--- src/rtl/alu_share_ctrl.sv ---
// Round-robin two-port arbiter in front of a shared combinational ALU.
// Registers the winning operands onto the ALU, then returns result/zero to that port.
module alu_share_ctrl #(
   parameter int unsigned      WIDTH    = 32,
   parameter int unsigned      CTR_W    = 4,
   parameter logic [CTR_W-1:0] SUB_CODE = CTR_W'(4'b0110)
) (
   input  logic             clk,
   input  logic             reset,
   input  logic             req0,
   input  logic             req1,
   input  logic [WIDTH-1:0] a0,
   input  logic [WIDTH-1:0] a1,
   input  logic [WIDTH-1:0] b0,
   input  logic [WIDTH-1:0] b1,
   input  logic [CTR_W-1:0] ctr0,
   input  logic [CTR_W-1:0] ctr1,
   output logic             gnt0,
   output logic             gnt1,
   output logic             rvalid0,
   output logic             rvalid1,
   output logic [WIDTH-1:0] res0,
   output logic [WIDTH-1:0] res1,
   output logic             zero0,
   output logic             zero1,
   output logic [WIDTH-1:0] alu_in1,
   output logic [WIDTH-1:0] alu_in2,
   output logic [CTR_W-1:0] alu_ctr,
   input  logic [WIDTH-1:0] alu_res,
   input  logic             alu_zero,
   output logic             busy
);

   typedef enum logic {IDLE = 1'b0, EXEC = 1'b1} state_t;

   state_t           state, state_d;
   logic             last, last_d;
   logic             tag, tag_d;
   logic             win_c;
   logic             gnt0_d, gnt1_d, rvalid0_d, rvalid1_d;
   logic             zero0_d, zero1_d, zflag_c;
   logic [WIDTH-1:0] res0_d, res1_d, alu_in1_d, alu_in2_d;
   logic [CTR_W-1:0] alu_ctr_d;

   // Next-state and next-output logic
   always_comb begin
      state_d   = state;
      last_d    = last;
      tag_d     = tag;
      gnt0_d    = 1'b0;
      gnt1_d    = 1'b0;
      rvalid0_d = 1'b0;
      rvalid1_d = 1'b0;
      res0_d    = res0;
      res1_d    = res1;
      zero0_d   = zero0;
      zero1_d   = zero1;
      alu_in1_d = alu_in1;
      alu_in2_d = alu_in2;
      alu_ctr_d = alu_ctr;
      // On a tie the port that did not win last time goes next
      win_c     = (req0 && req1) ? ~last : req1;
      zflag_c   = (alu_ctr == SUB_CODE) ? alu_zero : 1'b0;

      case (state)
         IDLE: begin
            if (req0 || req1) begin
               alu_in1_d = win_c ? a1 : a0;
               alu_in2_d = win_c ? b1 : b0;
               alu_ctr_d = win_c ? ctr1 : ctr0;
               tag_d     = win_c;
               gnt0_d    = ~win_c;
               gnt1_d    = win_c;
               state_d   = EXEC;
            end
         end
         EXEC: begin
            if (tag) begin
               res1_d    = alu_res;
               zero1_d   = zflag_c;
               rvalid1_d = 1'b1;
            end else begin
               res0_d    = alu_res;
               zero0_d   = zflag_c;
               rvalid0_d = 1'b1;
            end
            last_d  = tag;
            state_d = IDLE;
         end
         default: state_d = IDLE;
      endcase
   end

   // State and output registers
   always_ff @(posedge clk) begin
      if (reset) begin
         state   <= IDLE;
         last    <= 1'b1;
         tag     <= 1'b0;
         gnt0    <= 1'b0;
         gnt1    <= 1'b0;
         rvalid0 <= 1'b0;
         rvalid1 <= 1'b0;
         res0    <= '0;
         res1    <= '0;
         zero0   <= 1'b0;
         zero1   <= 1'b0;
         alu_in1 <= '0;
         alu_in2 <= '0;
         alu_ctr <= '0;
         busy    <= 1'b0;
      end else begin
         state   <= state_d;
         last    <= last_d;
         tag     <= tag_d;
         gnt0    <= gnt0_d;
         gnt1    <= gnt1_d;
         rvalid0 <= rvalid0_d;
         rvalid1 <= rvalid1_d;
         res0    <= res0_d;
         res1    <= res1_d;
         zero0   <= zero0_d;
         zero1   <= zero1_d;
         alu_in1 <= alu_in1_d;
         alu_in2 <= alu_in2_d;
         alu_ctr <= alu_ctr_d;
         busy    <= (state_d == EXEC);
      end
   end

endmodule

--- config.mk ---
export PLATFORM = sky130hd
export DESIGN_NAME = alu_share_ctrl
export DESIGN_NICKNAME = d
export VERILOG_FILES = /design/src/rtl/alu_share_ctrl.sv
export SDC_FILE = /design/constraint.sdc
export NUM_CORES = 1
export LEC_CHECK = 0
export BUFFER_PORTS_ARGS = -buffer_cell sky130_fd_sc_hd__buf_4
export CAP_MARGIN = 20
export CORE_AREA = 2 2 120 122
export DETAILED_ROUTE_END_ITERATION = 8
export DIE_AREA = 0 0 122 124
export PLACE_DENSITY = 0.74
export SETUP_SLACK_MARGIN = 0.2
export SKIP_LAST_GASP = 1
export SLEW_MARGIN = 5
export SYNTH_ARGS = -nofsm -noshare
export SYNTH_HDL_FRONTEND = slang
export SYNTH_SLANG_ARGS = --single-unit
export TNS_END_PERCENT = 100
--- constraint.sdc ---
create_clock -name clk -period 1.7 [get_ports clk]
set_clock_uncertainty 0.2 [all_clocks]
set_input_delay 0.085 -clock clk [delete_from_list [all_inputs] [get_ports clk]]
set_output_delay 0.085 -clock clk [all_outputs]
set_load 0.005 [all_outputs]
# --- Word level (Yosys, flattened, before mapping) ---
# Index checks and enable logic that the tools add are counted.
classes:
  bitwise: 5
  n_eq_ne: 1
  n_reduce_logical: 7
  muxes: 9
ops:
  columns: ["cell", "n"]
  rows:
  - ["$mux W32", 2]
  - ["$reduce_and A2 Y1", 3]
  - ["$mux W1", 5]
  - ["$not A1 Y1", 5]
  - ["$eq A4 B3 Y1 const B", 1]
  - ["$mux W4", 1]
  - ["$reduce_or A3 Y1", 1]
  - ["$pmux W1 S2", 1]
  - ["$reduce_or A2 Y1", 1]
  - ["$logic_and A1 B1 Y1", 1]
  - ["$logic_or A1 B1 Y1", 1]
totals:
  ff_bits: 141
  word_cells: 36
  in_bits: 173
  out_inout_bits: 139

# --- Depth between registers and ports, before layout ---
depth:
  depth_word: 3
  depth_mapped: 6
  depth_no_buf: 3

# --- Least setup slack after synthesis ---
# OpenSTA, ideal clock, no wires.
synth_timing:
  path_kind: "reg-to-reg"
  start: "register state"
  end: "register alu_in1[22]"
  setup_slack_ps: 260
  path_stages_with_launch: 7
  arrival_ps: 1094
  required_time_ps: 1354
  n_path_buf: 3
  path_cell_list: "dfxtp_1 o21ba_1 buf_4 buf_6 buf_6 nor2_1 a211oi_2"
synth_via:
  elab_chain_cells: 2
synth_lines:
  columns: ["item", "line", "rtl"]
  rows:
  - ["start: declaration", "36", "state_t state, state_d;"]
  - ["start signal: assignment", "113", "state <= state_d;"]
  - ["$not A1 Y1 (no line)", null, null]
  - ["$reduce_and A2 Y1 (no line)", null, null]
  - ["end signal: assignment", "124", "alu_in1 <= alu_in1_d;"]
  - ["end: declaration", "26", "output logic [WIDTH-1:0] alu_in1,"]
# No other way between the ends.
# A chain may end at the register's enable or synchronous reset.

# --- Final worst setup path ---
layout_timing:
  start: "register state"
  end: "register alu_in2[15]"
layout_via:
  elab_chain_cells: 2
layout_lines:
  columns: ["item", "line", "rtl"]
  rows:
  - ["$not A1 Y1 (no line)", null, null]
  - ["$reduce_and A2 Y1 (no line)", null, null]
  - ["end signal: assignment", "125", "alu_in2 <= alu_in2_d;"]
  - ["end: declaration", "27", "output logic [WIDTH-1:0] alu_in2,"]
# No other way between the ends.

==> reports/metrics.yaml <==
worst_hold_path:
  hp-class: "in2reg"
  holdPathEnd: "state"
  hp-start: "req0"
  min_delay_path_depth: 4
setup_path:
  crit_arrival_ns: 1.75
  reg2reg_to: "alu_in2[15]"
  start_kind: "flip-flop"
  cp_data_required_time_ns: 1.78
  worst-path-buf-inv: 2
  worstPathMaxFanout: 13
  worstSetupPathType: "reg2reg"
  crit_slowest_cell: "dfxtp_4"
  ff2ff_setup_slack_ns: 0.03
  path_cells: "o21bai_4 -> buf_12 -> buf_12 -> a21oi_1 -> a211oi_1"
  ff2ff_path_depth: 5
  cp_common_cell: "buf_12"
  rr_startpoint: "state"
  setup.worst_path.end_class: "flip-flop"
  crit_family: "compound AO/OA/AOI/OAI gates"
  max_stage_delay_ns: 0.36
global_route:
  use_met2: 0.545
  grt_use_met1: 0.348
  grt_use_met3: 0.0971
  grt_pass1_wl_mm: 37.6
  grt_usage: 0.324
  grt_max_degree: 56
  grt_pass1_vias: 7318
  grt.busiest_layer: "met2"
  overflow: 0
  antenna_found_initial: 2
route:
  post-route-drc-count: 0
  ant_nets: 0
  detail_route.wirelength_mm: 29.7
  vias: 7725
  drtIter0Drc: 870
  vias_per_cell: 5.69
  wl_per_cell_um: 21.8
  dr.pass1.iters: 6
place:
  place_congestion: 0.849
  dp_hpwl_mm: 13.2
  place_ws_ns: 0.146
  numPortBuffers: 311
cts:
  cts_tree: "built"
  htreeDepth: 4
  cts_made_buffers: 17
  clk_pin_slew_ns: 0.06
  cts_root_buf: "clkbuf_16"
  cts.sinks: 141
  cts.path.max_buffers: 2
  hold_buffers: 171
  worstSkewPairLatency_ns: 0.42
timing:
  post-route-min-period_ns: 1.67
  setup_viol: 0
  hold_ws_ns: -0.0409
  timing.fmax_mhz: 600
  drv_slew: 0
  fin_crit_sh: 0.981
  finalSetupTns_ns: 0
  max_slew.worst_pin.slew_ns: 0.483
  setup_slack_ns: 0.0331
  relSlewSlack: 0.678
  hold_viol_final: 1
  rsz0062_at_grt: "true"
floorplanning:
  die_y_um: 124
  core_area_sq_mm: 0.0137
  ioPinCount: 312
  dieArea_sq_mm: 0.0151
  dieWidth_um: 122
  num_rows: 43
  start_util: 0.410
yosys:
  synth_fa_ha_area_frac: 0
  synth_xor_area_frac: 0
  async_flop_share: 0
  synth-compound-area-share: 0.239
  synth_fp_nets: 866
  yosys_register_bits: 141
  netlist_area_sq_mm: 0.00563
  synth_top_family_by_area: "compound AO/OA/AOI/OAI gates"
  synth_area_leaders: "dfxtp_1, nand2_1, a21oi_1, a211oi_1, nor2_1"
  postSynthCellCount: 693
  synthMuxAreaShare: 0
  synth_edf_count: 0
  avgSynthCellArea_sq_um: 8.12
  synth_warnings: 0
  ys_dominant_reg_cell: "dfxtp_1"
  synth-simple-area-share: 0.191
  yosysTopAreaCell: "dfxtp_1"
  synth_seq_area_share: 0.501
  synth_top_area_frac: 0.501
  ys_types: 24
layout:
  layout_commonest_cell: "buf_4"
  nets: 1333
  syn2layout_area_growth_pct: 91.6
  layout_common_cells: "buf_4, nand2_1, dlygate4sd3_1"
  layout-drive-gt1-share: 0.364
power:
  peakVddDrop_v: 0.000710
  powerDensity_mw_per_mm2: 909
  p_leak_nw: 4.78
run_status:
  violations: "hold timing"
  status: "complete, but fails checks"
flow_run:
  drv_cap: 0
[how the worst max path moves through the flow]
stage | slack (ns) | from | depth (start not counted) | end
global route | -0.02 | state | 5 | alu_in2[15]
global placement | 0.20 | state | 4 | alu_in2[31]
CTS | 0.18 | last | 4 | alu_in2[15]
detailed placement | 0.15 | state | 4 | alu_in2[15]
floorplan | 0.26 | state | 6 | alu_in1[22]
finish | 0.03 | state | 5 | alu_in2[15]
[worst reg2reg max path, cell delays in order (launching register included)]
cell	delay (ns)
dfxtp_4	0.36
o21bai_4	0.18
buf_12	0.15
buf_12	0.15
a21oi_1	0.35
a211oi_1	0.15
[cell type report]
type | count | area [sq um]
repair buffers | 510 | 4560
clock inverters | 13 | 138
flip-flops and latches | 141 | 2830
multi-input cells | 489 | 2570
well taps | 180 | 225
fillers | 830 | 2930
inverters | 1 | 3.75
clock buffers | 19 | 453
diodes | 5 | 12.5
[report_power, final]
| part | internal, mW | switching [mW] | leakage [nW] |
|---|---|---|---|
| combinational | 1.20 | 1.11 | 3.34 |
| sequential | 3.54 | 0.167 | 1.16 |
| clock | 2.24 | 1.55 | 0.286 |
[synthesized netlist by cell type (3+ instances only)]
master    instances
a21oi_2           4
buf_1             3
a21oi_1         132
buf_4             8
buf_2            27
nand2_1         202
clkbuf_1         13
nor2_1           71
a211oi_2         19
a211oi_1         49
dfxtp_1         141
buf_6            10
[metal layers]
metal  routed length (um)  share of wire
met3                 3330           0.11
met5                    0              0
met2                13600           0.46
met1                 9950           0.34
met4                 2720          0.092
[flip-flops by register name (all words and copies together), names as in the netlist]
signal / cells
rvalid1: 1
rvalid0: 1
alu_in2: 32
state: 1
gnt1: 1
alu_ctr: 4
res0: 32
gnt0: 1
zero0: 1
res1: 32
last: 1
alu_in1: 32
zero1: 1
tag: 1
[metrics by stage]
stage	power (mW)	cell area (sq um)	utilization	std cells	hold slack (ns)
2_1_floorplan	4.45	5630	-	693	0.0210
3_3_place_gp	5.29	8090	0.590	1138	0.142
3_5_place_dp	5.30	8090	0.590	1138	0.148
4_1_cts	9.35	10400	0.761	1342	-0.161
5_1_grt	10.1	10800	0.786	1357	-0.0385
6_report	9.80	10800	0.786	1358	-0.0409
[cells by family (layout without fill, tap and decap cells)]
group / Yosys count / count (layout)
AO/OA/AOI/OAI: 208 / 208
AND/OR/NAND/NOR: 281 / 281
flip-flops: 141 / 141
buffers and inverters: 63 / 543
other: 0 / 5
[repair_timing]
item	CTS	global route
buffers inserted	0	5
pin swaps	0	16
resized for setup	4	32
hold endpoints to repair	135	1
cloned	1	6
endpoints found under the setup margin	36	60
(Power assumes the default switching activity.)
